**config.mk**
```make
export PLATFORM = sky130hd
export DESIGN_NAME = uart_tx_fifo
export DESIGN_NICKNAME = d
export VERILOG_FILES = /design/src/rtl/uart_tx_fifo.sv
export SDC_FILE = /design/constraint.sdc
export NUM_CORES = 1
export LEC_CHECK = 0
export BUFFER_PORTS_ARGS = -buffer_cell sky130_fd_sc_hd__buf_4
export CORE_MARGIN = 5
export CORE_UTILIZATION = 54
export DETAILED_ROUTE_END_ITERATION = 10
export PLACE_DENSITY = 0.76
export SLEW_MARGIN = 15
export SYNTH_ARGS = -nofsm -noshare
export SYNTH_HDL_FRONTEND = slang
export SYNTH_SLANG_ARGS = --single-unit
```
**constraint.sdc**
```tcl
create_clock -name i_clk -period 4 [get_ports i_clk]
set_clock_uncertainty 0.2 [all_clocks]
set_input_delay 1 -clock i_clk [delete_from_list [all_inputs] [get_ports i_clk]]
set_output_delay 1 -clock i_clk [all_outputs]
set_load 0.01 [all_outputs]
```
**src/rtl/uart_tx_fifo.sv**
```systemverilog
// uart_tx_fifo
//   UART transmitter fed by a small FIFO. Each frame carries its own
//   configuration: data length 5..8, parity none/odd/even, 1 or 2 stop bits
//   and a clocks-per-bit divisor. Queued bytes are sent back-to-back.
//
// Ports
//   i_clk, i_rst          clock, synchronous active-high reset
//   i_tx_valid/o_tx_ready byte write handshake (o_tx_ready = FIFO not full)
//   i_tx_data             byte to send (bits above the data length ignored)
//   i_data_len            00..11 -> 5..8 data bits
//   i_parity_type         00/11 none, 01 odd, 10 even
//   i_stop_bits           0 one, 1 two stop bits
//   i_baud_div            clocks per bit, values below 2 act as 2
//   o_data_tx             serial line, idles high
//   o_active_flag         high while a frame is in progress
//   o_done_flag           one-cycle pulse on the last cycle of each frame
//   o_fifo_count          entries currently queued
module uart_tx_fifo #(
    parameter int FIFO_DEPTH = 4,
    parameter int DIV_WIDTH  = 16
) (
    input  logic                          i_clk,
    input  logic                          i_rst,
    input  logic                          i_tx_valid,
    output logic                          o_tx_ready,
    input  logic [7:0]                    i_tx_data,
    input  logic [1:0]                    i_data_len,
    input  logic [1:0]                    i_parity_type,
    input  logic                          i_stop_bits,
    input  logic [DIV_WIDTH-1:0]          i_baud_div,
    output logic                          o_data_tx,
    output logic                          o_active_flag,
    output logic                          o_done_flag,
    output logic [$clog2(FIFO_DEPTH):0]   o_fifo_count
);
    localparam int AW = $clog2(FIFO_DEPTH);
    localparam int CW = AW + 1;

    typedef enum logic [2:0] {
        S_IDLE, S_START, S_DATA, S_PARITY, S_STOP1, S_STOP2
    } state_t;

    // FIFO storage
    logic [7:0]           r_mem [FIFO_DEPTH];
    logic [AW-1:0]        r_wptr, r_rptr;
    logic [CW-1:0]        r_count;

    // Frame state, all latched at pop time
    state_t               r_state, w_next;
    logic [7:0]           r_shift;
    logic [2:0]           r_len_m1;
    logic [2:0]           r_bitidx;
    logic                 r_par_en, r_par_bit, r_two_stop;
    logic [DIV_WIDTH-1:0] r_div, r_bitcnt;

    logic                 w_push, w_pop, w_done, w_bit_end, w_not_empty;
    logic [7:0]           w_mask;

    assign w_not_empty   = (r_count != '0);
    // Ready comes from the registered count only; a pop in the same cycle
    // does not open the FIFO until the next cycle.
    assign o_tx_ready    = (r_count != CW'(FIFO_DEPTH));
    assign w_push        = i_tx_valid && o_tx_ready;
    assign w_bit_end     = (r_bitcnt == r_div - 1'b1);
    assign w_mask        = 8'hFF >> (2'd3 - i_data_len);
    assign o_active_flag = (r_state != S_IDLE);
    assign o_done_flag   = w_done;
    assign o_fifo_count  = r_count;

    // Next state, pop request and frame-done pulse
    always_comb begin
        w_next = r_state;
        w_pop  = 1'b0;
        w_done = 1'b0;
        case (r_state)
            S_IDLE:   if (w_not_empty) begin
                          w_pop  = 1'b1;
                          w_next = S_START;
                      end
            S_START:  if (w_bit_end) w_next = S_DATA;
            S_DATA:   if (w_bit_end && r_bitidx == r_len_m1)
                          w_next = r_par_en ? S_PARITY : S_STOP1;
            S_PARITY: if (w_bit_end) w_next = S_STOP1;
            S_STOP1, S_STOP2: begin
                if (w_bit_end) begin
                    if (r_state == S_STOP1 && r_two_stop) begin
                        w_next = S_STOP2;
                    end else begin
                        w_done = 1'b1;
                        // Chain straight into the next frame when data waits
                        if (w_not_empty) begin
                            w_pop  = 1'b1;
                            w_next = S_START;
                        end else begin
                            w_next = S_IDLE;
                        end
                    end
                end
            end
            default:  w_next = S_IDLE;
        endcase
    end

    // Line driver decoded from registered state
    always_comb begin
        o_data_tx = 1'b1;
        case (r_state)
            S_START:  o_data_tx = 1'b0;
            S_DATA:   o_data_tx = r_shift[0];
            S_PARITY: o_data_tx = r_par_bit;
            default:  o_data_tx = 1'b1;
        endcase
    end

    // FIFO data array: no reset needed, pointers define validity
    always_ff @(posedge i_clk) begin
        if (w_push) r_mem[r_wptr] <= i_tx_data;
    end

    always_ff @(posedge i_clk) begin
        if (i_rst) begin
            r_wptr     <= '0;
            r_rptr     <= '0;
            r_count    <= '0;
            r_state    <= S_IDLE;
            r_shift    <= '0;
            r_len_m1   <= 3'd7;
            r_bitidx   <= '0;
            r_par_en   <= 1'b0;
            r_par_bit  <= 1'b0;
            r_two_stop <= 1'b0;
            r_div      <= DIV_WIDTH'(2);
            r_bitcnt   <= '0;
        end else begin
            r_state <= w_next;

            if (w_push) r_wptr <= r_wptr + 1'b1;
            if (w_pop)  r_rptr <= r_rptr + 1'b1;
            case ({w_push, w_pop})
                2'b10:   r_count <= r_count + 1'b1;
                2'b01:   r_count <= r_count - 1'b1;
                default: r_count <= r_count;
            endcase

            if (w_pop) begin
                r_shift    <= r_mem[r_rptr];
                r_len_m1   <= 3'd4 + {1'b0, i_data_len};
                r_par_en   <= (i_parity_type == 2'b01) || (i_parity_type == 2'b10);
                // Even parity bit is the XOR of the enabled bits; odd inverts it
                r_par_bit  <= (^(r_mem[r_rptr] & w_mask)) ^ (i_parity_type == 2'b01);
                r_two_stop <= i_stop_bits;
                r_div      <= (i_baud_div < DIV_WIDTH'(2)) ? DIV_WIDTH'(2) : i_baud_div;
                r_bitcnt   <= '0;
                r_bitidx   <= '0;
            end else if (r_state == S_IDLE) begin
                r_bitcnt <= '0;
            end else if (w_bit_end) begin
                r_bitcnt <= '0;
                if (r_state == S_DATA) begin
                    r_shift  <= r_shift >> 1;
                    r_bitidx <= r_bitidx + 1'b1;
                end
            end else begin
                r_bitcnt <= r_bitcnt + 1'b1;
            end
        end
    end
endmodule

```
# == Word-level counts from Yosys, hierarchy flattened ==
# Memories as Yosys holds them, arrays and structs flattened. A register that Yosys moved wholly into a read port is not among the register bits.
# Index checks and enable logic that the tools add are counted.
# totals
regBits,59
ramBits,32
inputBits,32
output_inout_bits,7
n_memories,1
# op_classes
n_addsub,9
magnitude_cmp,1
eq_ne,18
shift,1
muxes,27
bitwise_logic,3
n_reduce_logical,17
# mem_list
name,depth,width,read_ports,rd_ports_with_merged_regs,write_ports,line,rtl
r_mem,4,8,1,1,1,44,logic [7:0] r_mem [FIFO_DEPTH];
# ops
operator,n
$mux 8,4
$mux 3,7
$add 16x1->16 const B,1
$eq 16x16->1,1
$lt 16x2->1 const B,1
$mux 16,1
$sub 16x1->16 const B,1
$pmux 3 s5,1
$ne 2x2->1 const B,6
$mux 1,9
$and 8x8->8,1
$reduce_xor 8->1,1
$shr 8x2->8 const A,1
$add 3x1->3 const B,2
$eq 3x2->1 const B,2
$eq 3x3->1 const B,2
$pmux 3 s2,1
$reduce_and 3->1,2
$reduce_bool 2->1,3
$reduce_bool 3->1,2
$reduce_and 5->1,1
$add 2x1->2 const B,2
$eq 2x1->1 const B,2
$eq 2x2->1 const B,2
16 further kinds,20

# == Depth between registers and ports, before layout ==
# logic_depth
ltp_word,7
mapped_depth,17
ltp_nobuf,16

# == Least setup slack after synthesis ==
# No wires, ideal clock.
# synth_timing
path_type,reg-to-reg
start,register r_div[0]
end,"register r_count[2], in the netlist o_fifo_count[2]"
setup_time_ns,0.070
arrival_ns,4.167
required_ns,3.730
path_slack_ns,-0.437
path_stages_with_launch,16
path_buffers,1
synth_period_minus_slack_ns,4.437
path_cell_list,dfxtp_1 or4_4 a2111oi_4 nor3_1 a2111o_1 or4_4 buf_6 o41ai_4 nand2_2 inv_1 ha_1 inv_1 fa_1 xor2_1 or3_1 a21oi_1
# synth_between
elab_chain_cells,6
word_cells_on_any_way,8
classes_between,add/sub (1); eq/ne (3); mux (3); reduce/logical (1)
# synth_lines
element,line,rtl
"start, declared",54,"logic [DIV_WIDTH-1:0] r_div, r_bitcnt;"
"start signal, assigned",152,r_div <= (i_baud_div < DIV_WIDTH'(2)) ? DIV_WIDTH'(2) : i_baud_div;
$sub 16x1->16 (*),64,assign w_bit_end = (r_bitcnt == r_div - 1'b1);
$eq 16x16->1 (*),64,
$mux 1 (*),85,if (w_bit_end) begin
$pmux 1 s2 (*),75,case (r_state)
via w_pop,56,"logic w_push, w_pop, w_done, w_bit_end, w_not_empty;"
$eq 2x1->1 / $eq 2x2->1 (equally long branches),139,"case ({w_push, w_pop})"
$pmux 3 s2 / $reduce_bool 2->1 (equally long branches),-,
"end signal, assigned",140,2'b10: r_count <= r_count + 1'b1;
"end signal, assigned",141,2'b01: r_count <= r_count - 1'b1;
"end signal, assigned",142,default: r_count <= r_count;
"end, declared",46,logic [CW-1:0] r_count;
# The timed path passes the listed nets; every way through them passes the cells marked *.
# A chain may end at the register's enable or synchronous reset.

# == Worst setup path after layout ==
# layout_timing
start,register r_div[1]
end,output o_done_flag
# layout_between
elab_chain_cells,4
# layout_lines
element,line,rtl
$sub 16x1->16,64,
$eq 16x16->1,64,
$mux 1,85,
$mux 1,75,
"end, declared",33,"output logic o_done_flag,"
# Every way passes these cells.

==> metrics.md <==
| Metric | Value |
|---|---|
| Failing checks | `setup timing` |
| Worst reg2reg endpoint | `o_fifo_count[2]$_SDFFE_PP0P_` |
| Initial DRC Count | `158` |
| Post-synth top flop | `dfxtp_1` |
| Worst-path cell chain | `or4_4 > or4_1 > a21oi_1 > a211oi_1 > a31oi_1 > buf_4 > nor4b_2 > buf_4` |
| Maximum net fanout on the critical path | `5` |
| RSZ-0062 raised after global routing | `yes` |
| GPL Wtd Cong | `0.882` |
| Wire per inst | `17.0 um` |
| Vias per cell | `5.95` |
| GRT overflow | `0` |
| Status | `complete, but fails checks` |
| Final core utilization | `64.4%` |
| Htree depth | `3` |
| Cell type with the highest aggregate area in the netlist | `dfxtp_1` |
| Biggest cell delay along the critical path | `570 ps` |
| Synthesis-to-layout area growth | `15.2%` |
| Number of hold buffers added after cts | `0` |
| LEAKAGE | `1.92 nW` |
| Critical Path RT | `2800 ps` |
| First-pass GRT wire length | `16.9 mm` |
| Net switching power | `1.53 mW` |
| Arr. time, crit path | `2810 ps` |
| Sequential Area | `2170 um^2` |
| Worst Reg-to-Reg Cells | `15` |
| Largest net degree at the start of global routing | `31` |
| Worst skew pair latency | `360 ps` |
| Num Clock Sinks | `92` |
| Hold Violations, Final | `0` |
| Die Ht | `102 um` |
| Critical-path top delay cell | `or4_4` |
| Yosys cell types | `52` |
| # diodes | `0` |
| Adder-cell area share of the yosys netlist | `2.87%` |
| Largest family of logic cells by synthesized area | `simple AND/OR/NAND/NOR gates` |
| Buf/Inv on CP | `2` |
| Synth Area in XOR/XNOR | `8.54%` |
| Die width | `102 um` |
| Vias after detailed routing | `3587` |
| # rows | `33` |
| Longest Clk Path Bufs | `2` |
| Hold path startpoint | `r_rptr[1]$_SDFFE_PP0P_` |
| Slew @ Worst Pin | `689 ps` |
| Area of the die | `10500 um^2` |
| Cell internal pwr | `2.21 mW` |
| Switching Share | `41.0%` |
| Post-route setup slack | `-14.5 ps` |
| Worst slew margin | `54.0%` |
| I/O pins | `39` |
| Drt total wl | `10.2 mm` |
| Sequential share of power | `36.3%` |
| Post-Synth Simple-Gate Area | `16.7%` |
| CTS tree | `done` |
| Number of flops mapped to enable cells by yosys | `32` |
| Post-synthesis mux area share | `5.88%` |
| FF+latch count, synth | `92` |
| Synthesized area | `4620 um^2` |
| Clk slew on worst S/H paths | `90 ps` |
| Routed Antenna Nets | `0` |
| PD cells | `703 nW/um^2` |
| Critical Path Source Type | `flip-flop` |
| Worst slack, placed | `50.7 ps` |
| Nets@finish | `535` |
| Final worst path period need | `4010 ps` |
| Vias in the first global route | `3513` |
| Max cap viols | `0` |
| Overall routing resource usage | `20.6%` |
| Fillers | `662` |
| Multi-input gate area | `2310 um^2` |
| F_max | `0.249 GHz` |
| Worst setup path category | `reg2out` |
| I/O Buffers | `38` |
| Max Slew Vio Count | `0` |
| Worst vdd ir | `0.352 mV` |
| Final worst-path cycle share | `100%` |
| Clock Root Buffer | `clkbuf_8` |
| Sequential cell area fraction in the yosys report | `46.8%` |
| Yosys warning count | `0` |
| Worst Hold Margin | `310 ps` |
| Flop2flop setup slack | `30 ps` |
| DRT Pass-1 Iters | `4` |
| Initial core utilization | `55.9%` |
| DRC | `0` |
| Setup-failing EPs final | `1` |
| CTS Buf Count | `9` |
| Ratio of cells with drive above 1 in the final layout | `22.5%` |
| Syn Area/Cell | `10.2 um^2` |
| Initial antenna violation count | `0` |
| Post-DP HPWL | `7.28 mm` |
| Post-synthesis compound-gate area fraction | `14.8%` |
| WHS Path Cells | `2` |
| Worst hold path type | `reg2reg` |
| Synth top area share | `26.0%` |
| Ys async rst share | `0%` |
| Area contributors post-synth | `dfxtp_1 (26%), edfxtp_1 (21%), xnor2_1 (5.1%)` |
| Post-Syn Nets | `496` |
| Reg2reg start | `r_div[1]$_SDFFE_PP1P_` |
| Comb power frac | `45.9%` |
| Clock Power Share | `17.8%` |
| CP most frequent cell | `buf_4` |
| CP delay by family, top | `simple AND/OR/NAND/NOR gates` |
| Core area | `8260 um^2` |
| Cells after Synth | `454` |
| Crit. End Element | `output port` |
## cell type report
class / instances / share of cell area (%)
Clock buffer: 9 / 2.33
Clock inverter: 7 / 1.69
Inverter: 21 / 1.53
Multi-Input combinational cell: 315 / 43.5
Sequential cell: 92 / 40.8
Tap cell: 105 / 2.47
Timing Repair Buffer: 54 / 7.62
## power by group through the flow
stage                     logic [mW]  clock network [mW]  registers (mW)
final                           1.72               0.666            1.36
after global routing            1.89               0.721            1.38
after CTS                       1.65               0.676            1.35
after detailed placement        1.62                   0            1.36
after global placement          1.58                   0            1.35
after floorplan                 1.26                   0            1.28
## synthesized netlist by cell type (3+ instances only)
cell / instances
dfxtp_1: 60
a21oi_1: 34
edfxtp_1: 32
nor2_1: 30
xnor2_1: 27
nand3_1: 25
clkbuf_1: 21
inv_1: 21
nand2_1: 21
xor2_1: 18
o21ai_0: 16
nor3_1: 13
o31ai_1: 11
and3_1: 9
ha_1: 9
nor4_1: 9
mux2i_1: 8
mux4_2: 8
a211oi_1: 7
a31o_2: 7
or2_2: 5
or3_1: 5
or4_1: 5
a31oi_1: 4
and4_1: 4
a41oi_1: 3
buf_6: 3
nand3b_1: 3
o41ai_1: 3
## layout by cell type, fill, tap and decap left out, types with 3 or more instances in the layout
cell and instances:
a211oi_1 7, a21oi_1 33, a31o_2 7, a31oi_1 4, a41oi_1 3, and3_1 9
and4_1 4, buf_4 54, clkbuf_8 9, dfxtp_1 57, edfxtp_1 32, ha_1 7
inv_1 19, inv_8 3, mux2i_1 8, mux4_2 8, nand2_1 21, nand3_1 25
nand3b_1 3, nor2_1 30, nor3_1 12, nor4_1 6, nor4_2 3, o21ai_0 16
o31ai_1 11, o41ai_1 3, or2_2 5, or3_1 5, or4_1 5, xnor2_1 27
xor2_1 18
## cell families after synthesis
family / Yosys count
fa+ha+maj: 10
compound gates: 99
xor+xnor: 45
mux: 17
buf+inv: 47
flops: 92
simple gates: 144
## worst register-to-register path: cells and delay by family, from the launching register on
family | cells | cell delay (ps)
AOI/OAI and AO/OA | 3 | 890
DFF | 1 | 370
buffers and inverters | 3 | 200
xor gates and xnor gates | 2 | 300
adders and majority gates | 3 | 650
and+or+nand+nor | 4 | 1280
## how the worst max path moves through the flow
stage | startpoint | endpoint | slack, ps | cells past startpoint
6_report | r_div[1]$_SDFFE_PP1P_ | o_done_flag | -10 | 8
5_1_grt | r_div[1]$_SDFFE_PP1P_ | o_done_flag | -180 | 8
4_1_cts | r_div[2]$_SDFFE_PP0P_ | o_done_flag | -50 | 8
3_5_place_dp | r_div[1]$_SDFFE_PP1P_ | o_fifo_count[2]$_SDFFE_PP0P_ | 50 | 15
3_3_place_gp | r_div[0]$_SDFFE_PP0P_ | o_fifo_count[2]$_SDFFE_PP0P_ | 200 | 14
2_1_floorplan | r_div[0]$_SDFFE_PP0P_ | o_fifo_count[2]$_SDFFE_PP0P_ | 20 | 16
## metal layers
metal	global-route usage [%]	vias to the layer above	part of all wire [%]
met3	4.71	19	5.2
met4	5.95	0	1.8
li1	-	1745	-
met5	0	-	0
met2	35.1	93	49
met1	26.3	1730	44
## state kept, by name, indices dropped and copies added (netlist names), 3 cells and up, named ones only
name	count
r_shift	8
r_mem	32
r_bitidx	3
o_fifo_count	3
r_state	3
r_bitcnt	16
r_div	16
## stage by stage
stage	setup TNS (ps)	total power, mW	cells	cell area, um^2
2_1_floorplan	0	2.55	454	4630
3_3_place_gp	0	2.92	581	5010
3_5_place_dp	0	2.98	581	5010
4_1_cts	-47.2	3.67	598	5250
5_1_grt	-303	3.99	603	5320
6_report	-14.5	3.74	603	5320
## what timing repair did
action | CTS | global route
pin swaps | 1 | 4
hold endpoints to repair | 0 | 0
endpoints found under the setup margin | 1 | 2
buffers inserted | 1 | 5
gates resized for setup | 5 | 8
(Power assumes the default switching activity.)
